[src/rtl/shift_reg_194_if.sv]
// ---------------------------------------------------------------------------
// shift_reg_194_if -- control and data bundle for the universal shift register.
//
// Signals
//   S     [1:0]       mode select: 00 hold, 01 shift right, 10 shift left,
//                     11 parallel load
//   DSR               serial input that enters at Q[WIDTH-1] on shift right
//   DSL               serial input that enters at Q[0] on shift left
//   D     [WIDTH-1:0] parallel load data
//   Q     [WIDTH-1:0] register contents
//   QS                serial output (Q[0] in shift-right mode, else Q[WIDTH-1])
//   CNT   [3:0]       shifts since last load/reset, modulo 16
//   WRAP              one-cycle pulse after CNT wraps 15 -> 0
//   CHG               one-cycle flag after an edge that changed Q
//
// Modports
//   master : the side that drives mode/data and observes the register
//   slave  : the register itself
// ---------------------------------------------------------------------------
interface shift_reg_194_if #(
    parameter int WIDTH = 8
);
    logic [1:0]       S;
    logic             DSR;
    logic             DSL;
    logic [WIDTH-1:0] D;
    logic [WIDTH-1:0] Q;
    logic             QS;
    logic [3:0]       CNT;
    logic             WRAP;
    logic             CHG;

    modport master (
        output S, DSR, DSL, D,
        input  Q, QS, CNT, WRAP, CHG
    );

    modport slave (
        input  S, DSR, DSL, D,
        output Q, QS, CNT, WRAP, CHG
    );
endinterface

[src/rtl/shift_reg_194.sv]
// ---------------------------------------------------------------------------
// shift_reg_194 -- WIDTH-bit universal shift register (hold / shift right /
// shift left / parallel load) with a shift counter, wrap pulse and
// change flag.
//
// Ports
//   C     in   clock, all state changes on the rising edge
//   R_n   in   asynchronous active-low reset; clears Q, CNT, WRAP, CHG
//   bus   slave modport of shift_reg_194_if (S, DSR, DSL, D in;
//              Q, QS, CNT, WRAP, CHG out)
//
// WIDTH must be in 2..16.
// ---------------------------------------------------------------------------
module shift_reg_194 #(
    parameter int WIDTH = 8
) (
    input  logic                 C,
    input  logic                 R_n,
    shift_reg_194_if.slave       bus
);

    typedef enum logic [1:0] {
        MODE_HOLD = 2'b00,
        MODE_SHR  = 2'b01,
        MODE_SHL  = 2'b10,
        MODE_LOAD = 2'b11
    } mode_e;

    mode_e            mode;
    logic [WIDTH-1:0] q_r;
    logic [WIDTH-1:0] q_nxt;
    logic [WIDTH-1:0] shr_val;
    logic [WIDTH-1:0] shl_val;
    logic [3:0]       cnt_r;
    logic [3:0]       cnt_nxt;
    logic             wrap_r;
    logic             wrap_nxt;
    logic             chg_r;
    logic             chg_nxt;
    logic             shifting;

    assign mode    = mode_e'(bus.S);
    assign shr_val = {bus.DSR, q_r[WIDTH-1:1]};
    assign shl_val = {q_r[WIDTH-2:0], bus.DSL};

    // Next-state selection. WRAP defaults low so it can only ever be a
    // single-cycle pulse following the shift that rolls CNT over.
    always_comb begin
        q_nxt    = q_r;
        cnt_nxt  = cnt_r;
        wrap_nxt = 1'b0;
        shifting = 1'b0;
        case (mode)
            MODE_SHR: begin
                q_nxt    = shr_val;
                shifting = 1'b1;
            end
            MODE_SHL: begin
                q_nxt    = shl_val;
                shifting = 1'b1;
            end
            MODE_LOAD: begin
                q_nxt   = bus.D;
                cnt_nxt = 4'd0;
            end
            default: begin
                q_nxt = q_r;
            end
        endcase
        if (shifting) begin
            cnt_nxt  = cnt_r + 4'd1;
            wrap_nxt = (cnt_r == 4'hF);
        end
        // Compares against the old value, so reloading identical data
        // leaves CHG low.
        chg_nxt = (q_nxt != q_r);
    end

    always_ff @(posedge C or negedge R_n) begin
        if (!R_n) begin
            q_r    <= '0;
            cnt_r  <= 4'd0;
            wrap_r <= 1'b0;
            chg_r  <= 1'b0;
        end else begin
            q_r    <= q_nxt;
            cnt_r  <= cnt_nxt;
            wrap_r <= wrap_nxt;
            chg_r  <= chg_nxt;
        end
    end

    assign bus.Q    = q_r;
    assign bus.CNT  = cnt_r;
    assign bus.WRAP = wrap_r;
    assign bus.CHG  = chg_r;
    // Serial out follows the current mode select, not the registered mode:
    // it shows the bit that will leave on the next shift.
    assign bus.QS   = (bus.S == 2'b01) ? q_r[0] : q_r[WIDTH-1];

endmodule

[src/flat_wrapper.sv]
// flat-port wrapper written by rule: the top's interface ports become plain ports
module shift_reg_194_flat 
#(
    parameter int WIDTH = 8
)
  (C, R_n, bus_S, bus_DSR, bus_DSL, bus_D, bus_Q, bus_QS, bus_CNT, bus_WRAP, bus_CHG);
  shift_reg_194_if #(.WIDTH(WIDTH)) bus_i ();
  input  logic C;
  input  logic R_n;
  input wire logic [$bits(bus_i.S)-1:0] bus_S;
  input wire logic [$bits(bus_i.DSR)-1:0] bus_DSR;
  input wire logic [$bits(bus_i.DSL)-1:0] bus_DSL;
  input wire logic [$bits(bus_i.D)-1:0] bus_D;
  output wire logic [$bits(bus_i.Q)-1:0] bus_Q;
  output wire logic [$bits(bus_i.QS)-1:0] bus_QS;
  output wire logic [$bits(bus_i.CNT)-1:0] bus_CNT;
  output wire logic [$bits(bus_i.WRAP)-1:0] bus_WRAP;
  output wire logic [$bits(bus_i.CHG)-1:0] bus_CHG;
  assign bus_i.S = bus_S;
  assign bus_i.DSR = bus_DSR;
  assign bus_i.DSL = bus_DSL;
  assign bus_i.D = bus_D;
  assign bus_Q = bus_i.Q;
  assign bus_QS = bus_i.QS;
  assign bus_CNT = bus_i.CNT;
  assign bus_WRAP = bus_i.WRAP;
  assign bus_CHG = bus_i.CHG;
  shift_reg_194 #(.WIDTH(WIDTH)) u_core (.C(C), .R_n(R_n), .bus(bus_i));
endmodule
[config.mk]
export PLATFORM = sky130hd
export DESIGN_NAME = shift_reg_194_flat
export DESIGN_NICKNAME = d
export VERILOG_FILES = /design/src/rtl/shift_reg_194_if.sv /design/src/rtl/shift_reg_194.sv /design/src/flat_wrapper.sv
export SDC_FILE = /design/constraint.sdc
export NUM_CORES = 1
export LEC_CHECK = 0
export ABC_AREA = 1
export CAP_MARGIN = 20
export CORE_MARGIN = 1.5
export CORE_UTILIZATION = 47
export DETAILED_ROUTE_END_ITERATION = 16
export PLACE_DENSITY = 0.89
export SLEW_MARGIN = 20
export SYNTH_ARGS = -nofsm -noshare
export SYNTH_HDL_FRONTEND = slang
export SYNTH_SLANG_ARGS = --single-unit
[constraint.sdc]
create_clock -name C -period 1.37 [get_ports C]
set_input_delay 0.411 -clock C [delete_from_list [all_inputs] [get_ports C]]
set_output_delay 0.411 -clock C [all_outputs]
set_load 0.005 [all_outputs]
---- Word level (Yosys, flattened, before mapping) ----
Cells that the tools add are included.
cells by class
  equality and inequality tests ........... 5
  multiplexer cells ....................... 6
  $add $sub $neg .......................... 1
  reductions and logical operators ........ 2
operators with widths
  operator               count
  $pmux W8 S3            1
  $mux W4                2
  $ne A8 B8 Y1           1
  $add A4 B1 Y4 const B  1
  $eq A2 B2 Y1 const B   2
  $eq A4 B4 Y1 const B   1
  $mux W1                3
  $eq A2 B1 Y1 const B   1
  $reduce_bool A2 Y1     1
  $reduce_or A2 Y1       1
word-level totals
  register bits ........................... 14

---- Logic depth before layout (Yosys ltp) ----
Gate-level depths: netlist of the first run.
  depth in word-level cells ............... 4
  depth in mapped cells ................... 12
  depth with buffers taken out ............ 11

---- Worst setup path before layout of the first run ----
OpenSTA, ideal clock, no wires.
  path type ............................... in2reg
  start point ............................. input bus_S[0]
  end point ............................... register u_core.chg_r, in the netlist u_core.bus.CHG
  cell stages on the path ................. 11
  buffers on the path ..................... 2
  path slack .............................. -37 ps
  arrival time ............................ 1289 ps
  library setup time ...................... 119 ps
  cell sequence ........................... inv_1 -> ha_1 -> buf_6 -> inv_8 -> buf_12 -> nand2_4 -> o21ai_2 -> nand2_1 -> nand2_1 -> nor2_1 -> nand2_1
between the ends
  cells in the longest elaborated chain, start to end .. 3
RTL lines
  what                                                 line                 text
  from (decl)                                          flat_wrapper.sv:10   input wire logic [$bits(bus_i.S)-1:0] bus_S;
  $eq A2 B2 Y1 / $eq A2 B1 Y1 (equally long branches)  shift_reg_194.sv:53  case (mode)
  $pmux W8 S3 *                                        shift_reg_194.sv:53
  $ne A8 B8 Y1 *                                       shift_reg_194.sv:76  chg_nxt = (q_nxt != q_r);
  net u_core.chg_nxt                                   shift_reg_194.sv:39  logic chg_nxt;
  to (signal assigned)                                 shift_reg_194.sv:89  chg_r <= chg_nxt;
  to (decl)                                            shift_reg_194.sv:38  logic chg_r;
Mark *: on every way through the listed nets, which the timed path passes. The rest lies on a longest branch.
A chain may end at the register's enable or synchronous reset.

---- Worst setup path after layout of the first run ----
  start point ............................. register u_core.q_r[0], in the netlist u_core.bus.Q[0]
  end point ............................... register u_core.chg_r, in the netlist u_core.bus.CHG
between the ends
  cells in the longest elaborated chain, start to end .. 2
RTL lines
  what                    line                 text
  from (decl)             shift_reg_194.sv:30  logic [WIDTH-1:0] q_r;
  from (signal assigned)  shift_reg_194.sv:86  q_r <= q_nxt;
  $pmux W8 S3             shift_reg_194.sv:53
  $ne A8 B8 Y1 *          shift_reg_194.sv:76
  net u_core.chg_nxt      shift_reg_194.sv:39
Marked as above.

==> results.md, run 1 <==
* Outcome: finished, violations left
* Failing checks: negative setup slack
* Xor and xnor area share after synthesis at 0.841%
* CP startpoint kind: register
* Ys Warns at 0
* Area contributors post-synth: dfrtp_1 (34%), nand2_1 (24%), nand3_1 (8.2%)
* Most common cell after layout, fill and taps aside: nand2_1
* Area Growth Syn to Fin at 67.3%
* GR Layer Usage met1 at 30.8%
* Via-per-instance ratio at 5.21
* Worst rel slew slack at 86.8%
* Crit path kind: reg -> reg
* Synth Area in Adders at 7.21%
* Worst vdd ir at 0.991 mV
* Initial Util at 51.5%
* Mux cell area share after synthesis at 0%
* DRC errors left at 0
* Seq/Total Area, Yosys at 33.7%
* RePlAce Congestion at 0.792
* Clk_skew at 0.00601 ns
* Cells after synthesis at 155
* Final Net Count at 242
* Finished Core Util at 86.1%
* Max clock buf depth at 2
* Worst setup slack after layout at -0.0709 ns
* Largest net degree at the start of global routing at 15
* Core Region at 2020 µm²
* Syn Area/Cell at 6.72 µm²
* WP data required at 1.55 ns
* Synthesized cell area at 1040 µm²
* Root Driver: clkbuf_4
* Place WS at -0.889 ns
* GR Util All Layers at 29.9%
* Total CTS buffers at 3
* Synth Area in Compound Gates at 6.73%
* Remaining antenna violation count at 0
* Die Area at 2510 µm²
* Yosys cell types at 19
* I/O pins at 29
* Syn nets at 175
* Max Fclk at 694 MHz
* Avg WL per Cell at 13.7 µm
* Via count at 1288
* Synth Register Bits at 14
* Period utilization at 105%
* Reg-to-reg setup timing slack at -0.07 ns
* CTS tree: done
* Critical Path Fanout Max at 3
* Slew Viols, Final at 0
* Die Span X at 50.1 µm
* Num rows at 16
* Number of max-cap violations at 0
* Final setup fails at 1
* Area leader, netlist: dfrtp_1
* Most frequent cells in the layout: nand2_1 (56), buf_4 (35), inv_1 (17)
* DP HPWL at 2280 µm
* Leakage power at 0.957 nW
* Final Instance Area at 1740 µm²
* Setup TNS at -0.0709 ns
* Clock transition at path regs at 0.08 ns
* Router iterations before antenna repair at 4
* H-tree depth at 1
* Arrival @ worst endpoint at 1.62 ns
* Vias in the first global route at 1395
* Total congestion overflow at 0
* Minimum clock period at 1.44 ns
* Clock sink count at 14
* Clock Latency Late Sink at 0.29 ns
* P per Cell Area at 926 nW/µm²
* Die Ht at 50.1 µm
* Fin. Hold Viols at 0
* Unrepaired setup endpoints after global routing: true
* First-pass GRT wire length at 5680 µm
* Met2 Usage GRT at 57.5%
* PortBufs at 28
* HP Class: in -> async
* Final WL at 3390 µm
* Share of layout cells above drive strength 1 at 35.5%
* Critical Path End Type: register
* Largest family of logic cells by synthesized area: simple AND/OR/NAND/NOR gates
* Post-synthesis simple-gate area fraction at 38.7%
* Antenna diodes at 0
* Post-synth top area share at 33.7%
* Antenna violations before repair at 0
* Hold-fix buffers at CTS at 0
* Slew @ Worst Pin at 0.198 ns
* Busiest layer in global routing: met2
* Met3 usage at 2.42%
* Initial drt markers at 28
* Post-DP Area at 1530 µm²
## state kept, by name, summed over array words and instances, names as in the netlist
signal and cells:
u_core.bus.WRAP 1, u_core.bus.Q 8, u_core.bus.CHG 1, u_core.bus.CNT 4
## synth_stat cells
cell     count
a21oi_1      9
buf_12       1
buf_2        1
buf_4        2
buf_6        1
dfrtp_1     14
ha_1         6
inv_1       19
inv_8        1
nand2_1     66
nand2_4      2
nand3_1     17
nand4_1      2
nor2_1       8
nor3_1       1
o21ai_0      2
o21ai_2      1
o22ai_1      1
xor2_1       1
## final timing paths
| path | cells past startpoint | to | from |
|---|---|---|---|
| setup / recovery | 10 | u_core.bus.CHG | u_core.bus.Q[0] |
| hold / removal | 2 | u_core.bus.CNT[1] | R_n |
| setup reg to reg | 10 | u_core.bus.CHG | u_core.bus.Q[0] |
| hold reg to reg | 2 | u_core.bus.CNT[0] | u_core.bus.CNT[0] |
| max in group asynchronous | 2 | u_core.bus.Q[5] | R_n |
| min in group C | 2 | u_core.bus.CNT[0] | u_core.bus.CNT[0] |
## cells by family after synthesis
group | after synthesis
and+or+nand+nor | 96
DFF | 14
xor gates and xnor gates | 1
AOI/OAI and AO/OA | 13
adders and majority gates | 6
buffers and inverters | 25
## worst max-delay path, stage by stage (launching register included)
cell and delay, ns:
dfrtp_1 0.40, buf_6 0.12, buf_4 0.13, nand2_1 0.08
nand3_1 0.11, nand3_2 0.10, nand2_1 0.09, inv_1 0.06
nand2_1 0.06, nor2_2 0.10, nand2_1 0.07
## stage by stage
stage	hold slack [ns]	cells	total power, mW
2_1_floorplan	0.115	155	0.870
3_3_place_gp	0.516	234	1.25
3_5_place_dp	0.546	234	1.30
4_1_cts	0.433	247	1.57
5_1_grt	0.466	247	1.70
6_report	0.430	247	1.61
## area by class of cell
type | instances | area [µm²]
timing repair buffer | 66 | 552
tap | 27 | 33.8
timing repair inverter | 1 | 6.26
inverter | 20 | 87.6
fill | 107 | 280
sequential | 14 | 350
multi-input combinational | 116 | 689
clock buffer | 3 | 22.5
## power by group
group          total (mW)  internal [mW]  switching, mW
logic               0.848          0.433          0.415
registers           0.526          0.487         0.0395
clock network       0.238          0.102          0.136
## what timing repair did
action                                  4_1_cts  5_1_grt
endpoints found under the hold margin         0        0
setup buffers                                10        0
endpoints found under the setup margin       29        8
pin swaps                                    23        2
resized for setup                            66        9
gates cloned                                  1        0
## metal layers
layer / wire (µm) / part of all wire [%] / vias to the layer above
met5: 0 / 0 / -
met1: 1290 / 38 / 605
met4: 134 / 4.0 / 0
li1: - / - / 615
met2: 1800 / 53 / 53
met3: 164 / 4.8 / 15
Power figures use the tool's default switching activity.
==> run 2: changes to the inputs <==
--- a/config.mk
+++ b/config.mk
@@ -8,10 +8,11 @@
 export ABC_AREA = 1
 export CAP_MARGIN = 20
 export CORE_MARGIN = 1.5
-export CORE_UTILIZATION = 47
+export CORE_UTILIZATION = 25
 export DETAILED_ROUTE_END_ITERATION = 16
-export PLACE_DENSITY = 0.89
+export PLACE_DENSITY = 0.57
 export SLEW_MARGIN = 20
 export SYNTH_ARGS = -nofsm -noshare
 export SYNTH_HDL_FRONTEND = slang
 export SYNTH_SLANG_ARGS = --single-unit
+export TNS_END_PERCENT = 1
==> results.md, run 2 (synthesized netlist as in run 1, its figures left out) <==
* Outcome: finished, violations left
* Failing checks: negative setup slack
* Core Region at 4000 µm² (+98%)
* Antenna diodes at 0 (unchanged)
* Final setup fails at 2 (+1)
* Max clock buf depth at 2 (unchanged)
* Slew @ Worst Pin at 0.209 ns (+0.0109 ns)
* Vias in the first global route at 1074 (-23%)
* Most common cell after layout, fill and taps aside: nand2_1
* Total CTS buffers at 3 (unchanged)
* Net switching fraction of the power at 33.8% (-2.8 points)
* Arrival @ worst endpoint at 1.51 ns (-0.11 ns)
* Clock Latency Late Sink at 0.25 ns (-0.04 ns)
* I/O pins at 29 (unchanged)
* First-pass GRT wire length at 4520 µm (-20%)
* Minimum clock period at 1.38 ns (-0.0589 ns)
* Antenna violations before repair at 0 (unchanged)
* Worst rel slew slack at 86.1% (-0.73 points)
* Clock Power Share at 22.0% (+7.2 points)
* RePlAce Congestion at 0.794 (+0.18%)
* DRC errors left at 0 (unchanged)
* Cells along the critical path: buf_8, buf_6, inv_4, buf_6, ha_4, inv_8, nand2_4, nor2_4, nand2_1, nand2_1, inv_1, nand2_1, nor2_1, nand2_1
* Critical Path End Type: register
* Worst setup slack after layout at -0.0120 ns (+0.0589 ns)
* CP delay by family, top: buffers and inverters
* P_sw at 0.540 mW (-8.4%)
* DP HPWL at 1980 µm (-13%)
* Max Fclk at 724 MHz (+4.3%)
* H-tree depth at 1 (unchanged)
* CP startpoint kind: input pin
* Number of max-cap violations at 0 (unchanged)
* CTS tree: done
* Die Span X at 67.5 µm (+35%)
* Worst vdd ir at 0.572 mV (-42%)
* Remaining antenna violation count at 0 (unchanged)
* Die Area at 4560 µm² (+82%)
* Post-DP Area at 1550 µm² (+0.90%)
* CP most frequent cell: nand2_1
* Share of layout cells above drive strength 1 at 29.6% (-5.9 points)
* Slowest stage cell, crit path: ha_4
* Unrepaired setup endpoints after global routing: true
* Clock transition at path regs at 0.06 ns (-0.02 ns)
* Root Driver: clkbuf_8
* Most frequent cells in the layout: nand2_1 (58), buf_4 (27), inv_1 (17), nand3_1 (17), dfrtp_1 (14)
* Die Ht at 67.5 µm (+35%)
* Final Instance Area at 1690 µm² (-2.7%)
* Worst hold slack at 0.477 ns (+0.0467 ns)
* PortBufs at 28 (unchanged)
* Clock sink count at 14 (unchanged)
* Max reg flops at 8 (unchanged)
* Critical Path Fanout Max at 8 (+5)
* CP peak stage delay at 0.19 ns (-0.21 ns)
* HP Class: in -> async
* Largest net degree at the start of global routing at 15 (unchanged)
* Num rows at 23 (+7)
* Leakage power at 0.932 nW (-2.6%)
* Initial Util at 26.0% (-25 points)
* Worst path buffer plus inverter count at 6 (+3)
* Area Growth Syn to Fin at 62.7%
* Final WL at 2840 µm (-16%)
* Avg WL per Cell at 10.8 µm (-21%)
* Period utilization at 101% (-4.3 points)
* Tot Pwr at 1.60 mW (-0.83%)
* Power Internal at 1.06 mW (+3.6%)
* Crit path kind: in -> reg
* Fin. Hold Viols at 0 (unchanged)
* P per Cell Area at 944 nW/µm² (+2.0%)
* Initial drt markers at 48 (+71%)
* Router iterations before antenna repair at 3 (-1)
* Slew Viols, Final at 0 (unchanged)
* GR Util All Layers at 12.9% (-17 points)
* Via count at 1140 (-11%)
* WP data required at 1.50 ns (-0.05 ns)
* Final Net Count at 235 (-2.9%)
* Sequential fraction of design power at 33.0% (+0.4 points)
* Via-per-instance ratio at 4.33 (-17%)
* Clk_skew at 0.00261 ns (-0.00340 ns)
* Total congestion overflow at 0 (unchanged)
* Comb power frac at 45.0% (-7.6 points)
[run 2: cell types whose count changed in the layout (fill, tap and decap cells not counted), moves of 3 or more]
cell / before / now
buf_4: 35 / 27
clkbuf_4: 3 / 0
clkbuf_8: 0 / 3
nand2_4: 6 / 3
nor2_1: 1 / 4
nor2_2: 6 / 3
[run 2: path summary, 6_finish.rpt]
path / endpoint / start / slack, ns / cells after the start
hold reg to reg: u_core.bus.CNT[1] / u_core.bus.CNT[1] / 0.54 / 2
setup reg to reg: u_core.bus.CHG / u_core.bus.Q[2] / 0.10 / 9
hold / removal: u_core.bus.Q[2] / R_n / 0.48 / 2
setup / recovery: u_core.bus.CHG / bus_S[0] / -0.01 / 14
min in group C: u_core.bus.CNT[1] / u_core.bus.CNT[1] / 0.54 / 2
max in group asynchronous: u_core.bus.Q[7] / R_n / 0.71 / 2
[run 2: layout make-up]
cell class	instances	area [µm²]
timing repair inverter	1	6.26
sequential	14	350
inverter	20	85.1
multi-input combinational	116	651
clock buffer	3	41.3
tap	50	62.6
timing repair buffer	59	498
fill	445	2310
[run 2: repair_timing]
| item | in CTS | in global routing |
|---|---|---|
| setup endpoints to repair | 29 | 6 |
| pin swaps | 5 | 11 |
| gates cloned | 1 | 0 |
| gates resized for setup | 40 | 20 |
| setup buffers | 2 | 2 |
| hold buffers | 0 | 0 |
[run 2: per-stage QoR]
| step | cells | setup TNS (ns) | utilization (%) | setup WS [ns] |
|---|---|---|---|---|
| finish | 263 | -0.0182 | 42.4 | -0.0120 |
| global route | 263 | -0.176 | 42.4 | -0.122 |
| CTS | 261 | -0.306 | 40.7 | -0.172 |
| detailed placement | 255 | -8.69 | 38.7 | -0.862 |
| global placement | 255 | -8.63 | 38.7 | -0.869 |
| floorplan | 155 | 0 | - | 0.000463 |
[run 2: layer usage]
metal  vias to the layer above  routed length [µm]  global-route usage, %
li1                        596                   -                      -
met1                       523                1240                   14.7
met3                         0                 152                   3.83
met4                         0                   0                   1.53
met5                         -                   0                      0
met2                        21                1450                   24.1
[run 2: worst reg2reg max path, delay by kind of cell, from the launching register on]
family	cells	cell delay, ns
and+or+nand+nor	7	0.59
DFF	1	0.37
buffers and inverters	2	0.20
[run 2: power by group through the flow]
| stage | registers, mW | clock network (mW) | logic [mW] |
|---|---|---|---|
| 2_1_floorplan | 0.579 | 0 | 0.291 |
| 3_3_place_gp | 0.539 | 0 | 0.719 |
| 3_5_place_dp | 0.537 | 0 | 0.725 |
| 4_1_cts | 0.529 | 0.369 | 0.699 |
| 5_1_grt | 0.537 | 0.376 | 0.808 |
| 6_report | 0.528 | 0.352 | 0.719 |
==> run 3: changes to the inputs <==
--- a/config.mk
+++ b/config.mk
@@ -11,6 +11,7 @@
 export CORE_UTILIZATION = 25
 export DETAILED_ROUTE_END_ITERATION = 16
 export PLACE_DENSITY = 0.57
+export SETUP_SLACK_MARGIN = 0.2
 export SLEW_MARGIN = 20
 export SYNTH_ARGS = -nofsm -noshare
 export SYNTH_HDL_FRONTEND = slang
==> results.md, run 3 (synthesized netlist as in run 1, its figures left out) <==
* Most common cell after layout, fill and taps aside: nand2_1
* Vias in the first global route at 1131 (+5.3%)
* Place WS at -0.877 ns (-0.0149 ns)
* CP startpoint kind: input pin
* DRC errors left at 0 (unchanged)
* Num rows at 23 (unchanged)
* Antenna diodes at 0 (unchanged)
* Clock transition at path regs at 0.07 ns (about the same)
* Slew @ Worst Pin at 0.211 ns (+0.00162 ns)
* Via count at 1181 (+3.6%)
* Area Growth Syn to Fin at 76.4%
* Total congestion overflow at 0 (unchanged)
* Clock Latency Late Sink at 0.25 ns (about the same)
* CTS tree: done
* Share of layout cells above drive strength 1 at 44.6% (+15 points)
* Worst setup slack after layout at -0.0615 ns (-0.0494 ns)
* Number of max-cap violations at 0 (unchanged)
* Max Fclk at 699 MHz (-3.5%)
* Failing checks: negative setup slack
* Clock sink count at 14 (unchanged)
* I/O pins at 29 (unchanged)
* DP HPWL at 2050 µm (+3.7%)
* Period utilization at 104% (+3.6 points)
* Critical Path Fanout Max at 3 (-5)
* Max clock buf depth at 2 (unchanged)
* Arrival @ worst endpoint at 1.02 ns (-0.49 ns)
* Fin. Hold Viols at 0 (unchanged)
* Worst hold slack at 0.476 ns (-0.00114 ns)
* H-tree depth at 1 (unchanged)
* Footprint of the multi-input gates at 716 µm² (+10%)
* Hold-fix buffers at CTS at 0 (unchanged)
* Fillers at 420 (-5.6%)
* RePlAce Congestion at 0.822 (+3.6%)
* Minimum clock period at 1.43 ns (+0.0494 ns)
* GR Util All Layers at 14.0% (+1.1 points)
* Avg WL per Cell at 10.4 µm (-3.5%)
* Most frequent cells in the layout: nand2_1 (52), buf_4 (33), inv_1 (16)
* Critical Path End Type: output port
* Final setup fails at 2 (unchanged)
* Antenna violations before repair at 0 (unchanged)
* Die Span X at 67.5 µm (unchanged)
* Combined flip-flop and latch cell area at 350 µm² (unchanged)
* Outcome: finished, violations left
* Final WL at 2840 µm (-0.18%)
* Final Net Count at 243 (+3.4%)
* Die Area at 4560 µm² (unchanged)
* First-pass GRT wire length at 4800 µm (+6.1%)
* Crit path kind: in -> out
* Router iterations before antenna repair at 4 (+1)
* Total CTS buffers at 3 (unchanged)
* Finished Core Util at 45.9% (+3.6 points)
* Via-per-instance ratio at 4.34 (+0.17%)
* Root Driver: clkbuf_8
* Initial drt markers at 49 (+2.1%)
* P per Cell Area at 953 nW/µm² (+1.0%)
* Die Ht at 67.5 µm (unchanged)
* Worst vdd ir at 0.722 mV (+26%)
* PortBufs at 28 (unchanged)
* Slew Viols, Final at 0 (unchanged)
* Clk_skew at 0.00447 ns (+0.00186 ns)
* Initial Util at 26.0% (unchanged)
* Post-Layout Cell Count at 272 (+3.4%)
* Worst rel slew slack at 86.0% (-0.11 points)
* Leakage power at 1.01 nW (+8.6%)
* WP data required at 0.96 ns (-0.54 ns)
* Unrepaired setup endpoints after global routing: true
* Max reg flops at 8 (unchanged)
* Largest net degree at the start of global routing at 15 (unchanged)
* Dpl cells at 260 (+2.0%)
* Remaining antenna violation count at 0 (unchanged)
* Core Region at 4000 µm² (unchanged)
* HP Class: in -> async
[run 3: changes by cell type in the layout (fill, tap and decap cells not counted), moves of 5 or more]
| cell | delta |
|---|---|
| buf_4 | +6 |
| nand2_1 | -6 |
| dlygate4sd2_1 | -12 |
| nand3_1 | -5 |
| buf_2 | +11 |
[run 3: layout make-up]
| class | count | share of cell area, % |
|---|---|---|
| Clock buffer | 4 | 3.00 |
| Inverter | 20 | 6.06 |
| Multi-Input combinational cell | 116 | 39.0 |
| Sequential cell | 14 | 19.1 |
| Tap cell | 50 | 3.41 |
| Timing Repair Buffer | 67 | 29.0 |
| Timing Repair inverter | 1 | 0.477 |
[run 3: worst paths after layout]
| check | end | depth (start not counted) | slack (ns) | start |
|---|---|---|---|---|
| max | bus_QS | 7 | -0.06 | bus_S[1] |
| min | u_core.bus.Q[7] | 2 | 0.48 | R_n |
| max reg2reg | u_core.bus.CHG | 11 | 0.09 | u_core.bus.Q[2] |
| min reg2reg | u_core.bus.WRAP | 2 | 0.56 | u_core.bus.CNT[3] |
| max in group asynchronous | u_core.bus.CNT[0] | 2 | 0.71 | R_n |
| min in group C | u_core.bus.WRAP | 2 | 0.56 | u_core.bus.CNT[3] |
[run 3: critical path, cell delays in order]
cell and delay, ns:
buf_6 0.09, buf_8 0.13, inv_16 0.05, ha_4 0.13
nand2_2 0.04, o21ai_1 0.06, buf_2 0.12
[run 3: stage by stage]
stage               area [µm²]  setup TNS [ns]  power [mW]
CTS                       1780          -0.104        1.74
global route              1840          -0.190        1.89
floorplan                 1170               0       0.901
finish                    1840         -0.0719        1.75
detailed placement        1690           -9.57        1.32
global placement          1690           -9.47        1.31
[run 3: repair_timing]
item | CTS | global route
setup endpoints to repair | 29 | 28
setup buffers | 6 | 1
gates cloned | 1 | 0
resized for setup | 79 | 22
pin swaps | 12 | 12
[run 3: power breakdown]
part / total (mW) / internal, mW / leakage [nW] / switching [mW]
sequential: 0.528 / 0.488 / 0.174 / 0.0402
combinational: 0.806 / 0.424 / 0.809 / 0.382
clock: 0.417 / 0.255 / 0.0288 / 0.163
[run 3: layer usage]
metal / track usage, % / part of all wire (%)
met1: 15.5 / 43
met2: 25.7 / 50
met3: 4.67 / 5.8
met4: 3.06 / 0.74
met5: 0 / 0
